### src/rtl/ccff_chain_loader.sv
// Configuration-chain loader: takes bitstream words on a valid/ready stream and
// shifts exactly CHAIN_LEN bits LSB-first onto ccff_head with a gated chain clock.
module ccff_chain_loader #(
  parameter int CHAIN_LEN = 58,
  parameter int WORD_W    = 8,
  parameter int CNT_W     = $clog2(CHAIN_LEN + 1)
) (
  input  logic              prog_clk,
  input  logic              pReset,
  input  logic              start,
  input  logic              abort,
  input  logic [WORD_W-1:0] s_data,
  input  logic              s_valid,
  output logic              s_ready,
  output logic              ccff_head,
  output logic              ccff_shift_en,
  output logic              busy,
  output logic              done,
  output logic              err
);

  localparam int BIDX_W = $clog2(WORD_W);

  typedef enum logic [1:0] {IDLE, SHIFT, DONE} state_t;

  state_t              state, state_next;
  logic [WORD_W-1:0]   wreg;
  logic                wvalid;
  logic [BIDX_W-1:0]   bit_idx;
  logic [CNT_W-1:0]    shift_cnt;
  logic                in_shift, last_bit, last_chain, shift, load, begin_load;

  // Ready is allowed on the last bit of a word so the next word lands without a bubble.
  always_comb begin
    in_shift   = (state == SHIFT);
    last_bit   = (bit_idx == BIDX_W'(WORD_W - 1));
    last_chain = (shift_cnt == CNT_W'(CHAIN_LEN - 1));
    shift      = in_shift & wvalid & ~abort;
    s_ready    = in_shift & (~wvalid | (last_bit & ~last_chain));
    load       = s_valid & s_ready & ~abort;
    begin_load = start & (((state == IDLE) & ~abort) | (state == DONE));
  end

  assign ccff_shift_en = shift;
  assign ccff_head     = wreg[0];
  assign busy          = in_shift;
  assign done          = (state == DONE);

  always_ff @(posedge prog_clk or negedge pReset) begin
    if (!pReset) state <= IDLE;
    else         state <= state_next;
  end

  always_comb begin
    state_next = state;
    case (state)
      IDLE:    if (begin_load) state_next = SHIFT;
      SHIFT: begin
        if (abort)                     state_next = IDLE;
        else if (shift && last_chain)  state_next = DONE;
      end
      DONE:    if (begin_load) state_next = SHIFT;
      default: state_next = IDLE;
    endcase
  end

  always_ff @(posedge prog_clk or negedge pReset) begin
    if (!pReset) begin
      wreg      <= '0;
      wvalid    <= 1'b0;
      bit_idx   <= '0;
      shift_cnt <= '0;
      err       <= 1'b0;
    end else if (begin_load) begin
      wvalid    <= 1'b0;
      bit_idx   <= '0;
      shift_cnt <= '0;
      err       <= 1'b0;
    end else if (in_shift) begin
      if (abort) begin
        wvalid <= 1'b0;
        err    <= 1'b1;
      end else begin
        if (shift) shift_cnt <= shift_cnt + CNT_W'(1);
        if (load) begin
          wreg    <= s_data;
          wvalid  <= 1'b1;
          bit_idx <= '0;
        end else if (shift) begin
          wreg    <= wreg >> 1;
          bit_idx <= bit_idx + BIDX_W'(1);
          // The tail of the final word is dropped once the chain is full.
          if (last_bit || last_chain) wvalid <= 1'b0;
        end
      end
    end
  end

endmodule

### config.mk
export PLATFORM = sky130hd
export DESIGN_NAME = ccff_chain_loader
export DESIGN_NICKNAME = d
export VERILOG_FILES = /design/src/rtl/ccff_chain_loader.sv
export SDC_FILE = /design/constraint.sdc
export NUM_CORES = 1
export LEC_CHECK = 0
export BUFFER_PORTS_ARGS = -buffer_cell sky130_fd_sc_hd__buf_2
export CORE_ASPECT_RATIO = 0.9
export CORE_MARGIN = 1.5
export CORE_UTILIZATION = 40
export DETAILED_ROUTE_END_ITERATION = 12
export MAX_ROUTING_LAYER = met4
export PLACE_DENSITY = 0.71
export SETUP_SLACK_MARGIN = 0.1
export SLEW_MARGIN = 30
export SYNTH_ARGS = -nofsm -noshare
export SYNTH_HDL_FRONTEND = slang
export SYNTH_SLANG_ARGS = --single-unit
### constraint.sdc
create_clock -name prog_clk -period 5.1 [get_ports prog_clk]
set_input_delay 1.02 -clock prog_clk [delete_from_list [all_inputs] [get_ports prog_clk]]
set_output_delay 1.02 -clock prog_clk [all_outputs]
set_load 0.05 [all_outputs]
==> results of run 1 <==
## stage by stage
step,std cells,setup WS [ps]
global route,159,1970
CTS,159,2040
floorplan,99,2070
detailed placement,155,2040
global placement,155,2060
finish,159,2050
## registers in the layout, summed over array words and instances, names as in the netlist
signal     flops
err            1
shift_cnt      6
bit_idx        3
wreg           8
state          2
wvalid         1
## cells in the mapped netlist, drive strengths merged (2+ instances only)
cell type,instances,area [µm²]
a21oi,5,28.8
nand3,5,30.0
xor2,3,26.3
and2b,2,17.5
nand2b,2,12.5
nor2,8,30.0
inv,5,21.3
buf,2,26.3
ha,4,50.1
dfrtp,21,526
nand4,2,12.5
nand2,10,45.0
o21ai,2,10.0
mux2,14,180
## logic make-up after synthesis
logic type               after synthesis
multiplexers                          15
adder cells (fa/ha/maj)                4
XOR/XNOR                               4
flip-flops                            21
AO/OA/AOI/OAI                         14
AND/OR/NAND/NOR                       34
buffers and inverters                  7
## cell type report
class / instances / area, µm²
clock buffers: 4 / 26.3
fillers: 264 / 1450
inverters: 5 / 21.3
multi-input cells: 71 / 567
flip-flops and latches: 21 / 526
well taps: 40 / 50.0
repair buffers: 18 / 90.1
## power breakdown
group / switching, mW / total [mW] / internal [mW]
logic: 0.0892 / 0.186 / 0.0970
registers: 0.0383 / 0.254 / 0.216
clock network: 0.0508 / 0.0814 / 0.0306
total: 0.178 / 0.522 / 0.343
## metal layers
metal	vias up	part of all wire [%]	track usage, %	wire [µm]
met5	-	0	-	0
met4	0	3.0	9.09	58
met3	5	2.6	3.13	51
met2	10	51	24.7	987
met1	388	44	16.5	849
li1	385	-	-	-
## final timing paths
| kind | start | to | slack, ps | cells past startpoint |
|---|---|---|---|---|
| min in group asynchronous | pReset | shift_cnt[3]$_DFFE_PN0P_ | 650 | 1 |
| worst min register to register | err$_DFFE_PN0P_ | err$_DFFE_PN0P_ | 510 | 2 |
| max in group asynchronous | pReset | bit_idx[2]$_DFFE_PN0P_ | 4130 | 1 |
| worst max-delay path | abort | ccff_shift_en | 2050 | 5 |
| worst max register to register | bit_idx[0]$_DFFE_PN0P_ | wreg[2]$_DFFE_PN0P_ | 3060 | 6 |
| worst min-delay path | err$_DFFE_PN0P_ | err$_DFFE_PN0P_ | 510 | 2 |
## worst min-delay path: cells and delay by family (launching register included)
family             cells  cell delay, ps
and+or+nand+nor        1              70
DFF                    1             370
AOI/OAI and AO/OA      1              40
==> results.txt, run 1 <==
----------------------------------------------------
[Routing]
  # DRC ... 0
  Routed length per placed instance ... 12.2 µm
  Total length of routed wires ... around 1.9 mm
  Drt pass-1 iters ... 4
  Via/cell ratio ... between 4 and 5
  Iteration-0 DRC count of the detailed router ... 10
  Number of vias in the routed layout ... just under 800
  Post-DRT Antenna Nets ... 0

[Die]
  Die boundary width ... between 50 and 60 µm
  Num rows ... 18
  Die Outline Area ... 3180 µm²
  Initial Utilization ... 41.8%
  Placeable core region ... between 2000 and 3000 µm²
  I/O Pins ... 19
  Vert. Die Dim ... between 50 and 60 µm

[Worst setup path]
  Startpoint kind of the worst setup timing path ... primary input
  Endpoint class of the critical path ... output pin
  Ordered cell list for the critical path ... buf_2, nor3b_4, nand2_4, inv_4, buf_2
  Required time of the critical path ... slightly above 4000 ps
  Worst path arrival time ... 2030 ps
  Crit path max fanout ... 19
  Crit path top cell by count ... sky130_fd_sc_hd__buf_2
  Dominant delay contributor by cell family on the critical path ... buffers and inverters
  CP max stage delay ... 300 ps
  CP bufs+invs ... 3
  Slowest-stage cell, CP ... sky130_fd_sc_hd__buf_2
  Critical Setup Path Class ... primary input to output pin

[Global routing]
  Pin count of the biggest net entering global routing ... 22
  Global Route Usage Sum ... 14.9%
  Initial antenna violation count ... 0
  Vias in the first global route ... 763
  Wire length of the first global-routing pass ... approximately 3.3 mm
  Total congestion overflow ... 0

[Synth]
  Main combinational cell family by area after synthesis ... simple AND/OR/NAND/NOR gates
  Flip-flop cell with the highest count after synthesis ... sky130_fd_sc_hd__dfrtp_1
  Area of the mapped netlist ... 1140 µm²
  Synthesized area per cell ... roughly 12 µm²
  Count of mapped cells out of synthesis ... 99
  Total number of yosys warnings ... 0
  Proportion of synthesized area in mux cells ... 16.7%
  FFs w/ async S/R, synth ... 100%
  Synth Area in Adders ... between 4 and 5%
  Area fraction in compound gates after synthesis ... approximately 8.5%
  Netlist cell types ... 34
  Post-synthesis sequential element count ... 21
  Share of the synthesized netlist area taken by xor and xnor gates ... 3.07%
  Number of synthesized flops with an enable pin ... 0
  Synthesized-area fraction occupied by and/or/nand/nor cells ... between 10% and 20%
  Portion of the post-synthesis area used by sequential elements ... a little under half
  Mapped Nets ... 116

[Clocking]
  CTS buffer count ... 3
  Maximum count of clock buffers along a single path ... 2
  TritonCTS clock tree ... done
  Post-CTS Setup Repair Bufs ... 0
  Post-cts gate resize count ... 0
  Level count of the clock H-tree ... 1
  Number of clock sinks ... 21
  Clock slew at reported path FFs ... 120 ps
  Clk root buf ... sky130_fd_sc_hd__clkbuf_4
  Clock latency of the later-clocked register in the worst-skew pair ... 310 ps
  Hold buffers post-CTS ... 0

[Power and ir drop]
  VDD IR-drop max ... 0.000119 V
  Overall power of the completed layout ... approximately 0.52 mW
  P per Cell Area ... 408 nW/µm²
  Leakage component of the power ... 0.615 nW

[STA]
  Min Tclk post-route ... 3050 ps
  Post-route worst hold slack ... 515 ps
  Ratio of final minimum period to clock period ... approximately 60%
  Setup repair after global routing missed its margin ... no
  Relative slew slack ... 51.6%
  Setup skew after layout ... 4.84 ps
  Fin Setup TNS ... 0 ps
  Setup violations, final ... 0
  Max-slew violations ... 0
  Fmax achieved ... 328 MHz
  Worst Max-Slew Pin Slew ... approximately 730 ps
  Fin. Hold Viols ... 0

[Layout]
  Area growth syn-to-layout ... 12.3%
  Final std cell area, no fill ... between 1000 and 1500 µm²
  Nets ... 137
  Share of layout cells above drive strength 1 ... 37.0%
  Final antenna diode count ... 0
  Most frequent cells in the layout ... sky130_fd_sc_hd__dfrtp_1 (21), sky130_fd_sc_hd__buf_2 (18), sky130_fd_sc_hd__nand2_1 (9)
  Final core utilization ... 47.0%
  Leading cell type in the layout, fill and taps excluded ... sky130_fd_sc_hd__dfrtp_1

[Placement]
  Half-perimeter wire length of the detailed placement result ... 1.48 mm
  Cell Area, Placed ... 1250 µm²
  Placer's final routability congestion estimate ... 0.809
  Buffers on Ports ... 18

[Outcome]
  Run status ... completed

[Job]
  Max-cap violations ... 0

[Hold path]
  Hold/Removal Path Class ... flop to flop

----------------------------------------------------
Note: power is estimated with default switching activity, not from simulation.
==> run 2, diff against run 1 <==
==> constraint.sdc (replaced) <==
create_clock -name prog_clk -period 3 [get_ports prog_clk]
set_input_delay 0.6 -clock prog_clk [delete_from_list [all_inputs] [get_ports prog_clk]]
set_output_delay 0.6 -clock prog_clk [all_outputs]
set_load 0.05 [all_outputs]
==> results.txt, run 2 (same netlist as run 1, synthesis figures left out) <==
----------------------------------------------------
[STA]
  Relative slew slack ... 58.2% (+6.6 points)
  Setup repair after global routing missed its margin ... no
  Max-slew violations ... 0 (unchanged)
  Ratio of final minimum period to clock period ... 76.6%
  Min Tclk post-route ... between 2000 and 2500 ps
  Setup violations, final ... 0 (unchanged)
  Fin. Hold Viols ... 0 (unchanged)
  Worst Max-Slew Pin Slew ... 627 ps (-98.4 ps)
  Fin Setup TNS ... 0 ps (unchanged)
  Fmax achieved ... 435 MHz
  Setup skew after layout ... 6.85 ps (+2.01 ps)

[Clocking]
  CTS buffer count ... 3 (unchanged)
  Maximum count of clock buffers along a single path ... 2 (unchanged)
  TritonCTS clock tree ... done
  Clock slew at reported path FFs ... 120 ps (about the same)
  Number of clock sinks ... 21 (unchanged)
  Clock latency of the later-clocked register in the worst-skew pair ... 290 ps (-20 ps)
  Level count of the clock H-tree ... 1 (unchanged)
  Post-CTS Setup Repair Bufs ... 0 (unchanged)
  Post-cts gate resize count ... 0 (unchanged)
  Hold buffers post-CTS ... 0 (unchanged)
  Clk root buf ... sky130_fd_sc_hd__clkbuf_4

[Die]
  Die Outline Area ... 3180 µm² (unchanged)
  Initial Utilization ... 41.8% (unchanged)
  Vert. Die Dim ... 53.6 µm (unchanged)
  Placeable core region ... 2730 µm² (unchanged)
  Die boundary width ... 59.3 µm (unchanged)
  Num rows ... 18 (unchanged)
  I/O Pins ... 19 (unchanged)

[Power and ir drop]
  Clock group share of total power ... 15.1% (-0.5 points)
  P per Cell Area ... 685 nW/µm² (+68%)
  Leakage component of the power ... 0.621 nW (+0.88%)
  Switching share of power ... 33.8% (-0.33 points)
  Switching power of the nets ... 0.299 mW (+67%)
  Share of total power in sequential cells ... 49.1% (+0.4 points)
  Overall power of the completed layout ... 0.882 mW (+69%)
  Cell Int Power ... 0.584 mW (+70%)
  Combinational group share of total power ... 35.8% (about the same)
  VDD IR-drop max ... 0.000239 V (+100%)

[Hold path]
  Hold/Removal Path Class ... primary input to async pin

[Layout]
  Final std cell area, no fill ... 1290 µm² (+0.59%)
  Leading cell type in the layout, fill and taps excluded ... sky130_fd_sc_hd__dfrtp_1
  Area growth syn-to-layout ... 13.0%
  Register bank with the most flops ... wreg
  Most frequent cells in the layout ... sky130_fd_sc_hd__dfrtp_1 (21), sky130_fd_sc_hd__buf_2 (18), sky130_fd_sc_hd__nand2_1 (9)
  Final core utilization ... 47.2% (+0.28 points)
  Max reg flops ... 8 (unchanged)
  Largest registers ranked by flip-flop count ... wreg: 8 flops, shift_cnt: 6 flops, bit_idx: 3 flops
  Final antenna diode count ... 0 (unchanged)
  Share of layout cells above drive strength 1 ... 37.5% (+0.53 points)
  FILL cells ... 260 (-1.5%)
  Nets ... 138 (+0.73%)

[Routing]
  # DRC ... 0 (unchanged)
  Iteration-0 DRC count of the detailed router ... 23 (+13)
  Total length of routed wires ... 1.95 mm (+0.21%)
  Via/cell ratio ... 4.76 (-4.0%)
  Drt pass-1 iters ... 4 (unchanged)
  Routed length per placed instance ... 12.2 µm (-0.42%)
  Post-DRT Antenna Nets ... 0 (unchanged)
  Number of vias in the routed layout ... 761 (-3.4%)

[Worst setup path]
  Crit path top cell by count ... sky130_fd_sc_hd__nand2_1
  Crit Reg-Reg Endpoint ... wreg[2]$_DFFE_PN0P_
  Critical Setup Path Class ... flop to output pin
  Ordered cell list for the critical path ... inv_1, ha_1, nand2_1, or3_1, nand2_1, a21boi_0, buf_2
  Worst path arrival time ... 1700 ps (-330 ps)
  Required time of the critical path ... 2400 ps (-1680 ps)
  Beginning of the critical path ... shift_cnt[1]$_DFFE_PN0P_
  Slowest-stage cell, CP ... sky130_fd_sc_hd__dfrtp_1
  Startpoint kind of the worst setup timing path ... flop
  Crit path max fanout ... 4 (-15)
  Launch point of the worst reg-to-reg path ... bit_idx[0]$_DFFE_PN0P_
  CP max stage delay ... 430 ps (+130 ps)
  Depth of the most critical reg-to-reg path ... 6 (unchanged)
  Termination of the worst setup path ... s_ready
  Worst-case register-to-register setup slack ... 1020 ps (-2040 ps)
  Endpoint class of the critical path ... output pin

[Global routing]
  Initial antenna violation count ... 0 (unchanged)
  Total congestion overflow ... 0 (unchanged)
  Pin count of the biggest net entering global routing ... 22 (unchanged)
  Global Route Usage Sum ... 13.8% (-1.1 points)
  Vias in the first global route ... 711 (-6.8%)
  Wire length of the first global-routing pass ... 3.17 mm (-4.8%)

[Placement]
  Buffers on Ports ... 18 (unchanged)
  Cell Area, Placed ... 1260 µm² (+0.60%)
  Placer's final routability congestion estimate ... 0.775 (-4.3%)
  Half-perimeter wire length of the detailed placement result ... 1.48 mm (-0.38%)

[Job]
  Max-cap violations ... 0 (unchanged)

[Outcome]
  Run status ... completed

----------------------------------------------------
==> run 2: changes by cell type in the layout (fill, tap and decap cells not counted), sizes merged <==
cell,delta
buf,+1
==> run 2: worst min-delay path by stage <==
stage / start / endpoint / cells past startpoint
finish: pReset / shift_cnt[5]$_DFFE_PN0P_ / 1
detailed placement: err$_DFFE_PN0P_ / err$_DFFE_PN0P_ / 2
floorplan: pReset / bit_idx[0]$_DFFE_PN0P_ / 0
global placement: err$_DFFE_PN0P_ / err$_DFFE_PN0P_ / 2
CTS: pReset / shift_cnt[5]$_DFFE_PN0P_ / 1
global route: pReset / shift_cnt[5]$_DFFE_PN0P_ / 1
==> run 2: area by class of cell <==
type | count | area (µm²) | share of cell area (%)
multi-input combinational | 71 | 567 | 44.0
sequential | 21 | 526 | 40.8
timing repair buffer | 19 | 97.6 | 7.58
tap | 40 | 50.0 | 3.89
clock buffer | 4 | 26.3 | 2.04
inverter | 5 | 21.3 | 1.65
==> run 2: layer usage <==
metal	vias up	share of wire [%]	track usage [%]
met1	353	47	17.9
met5	-	0	-
met4	0	1.1	4.55
li1	385	-	-
met2	21	49	21.4
met3	2	3.7	2.88
==> run 2: through the flow <==
stage               hold slack [ps]  setup slack [ps]  instances
floorplan                       304               387         99
global placement                484               803        156
detailed placement              491               780        156
CTS                             253               696        160
global route                    262               603        160
finish                          238               703        160
==> run 2: power groups by stage <==
stage / logic [mW] / clock network, mW / registers [mW]
3_3_place_gp: 0.311 / 0 / 0.433
5_1_grt: 0.343 / 0.150 / 0.446
4_1_cts: 0.321 / 0.141 / 0.433
6_report: 0.316 / 0.133 / 0.434
2_1_floorplan: 0.234 / 0 / 0.455
3_5_place_dp: 0.320 / 0 / 0.438
==> run 2: worst max-delay path: cells and delay by family (launching register included) <==
kind	cells	cell delay [ps]
AOI/OAI and AO/OA	1	70
adders and majority gates	1	130
buffers and inverters	2	300
DFF	1	430
and+or+nand+nor	3	490
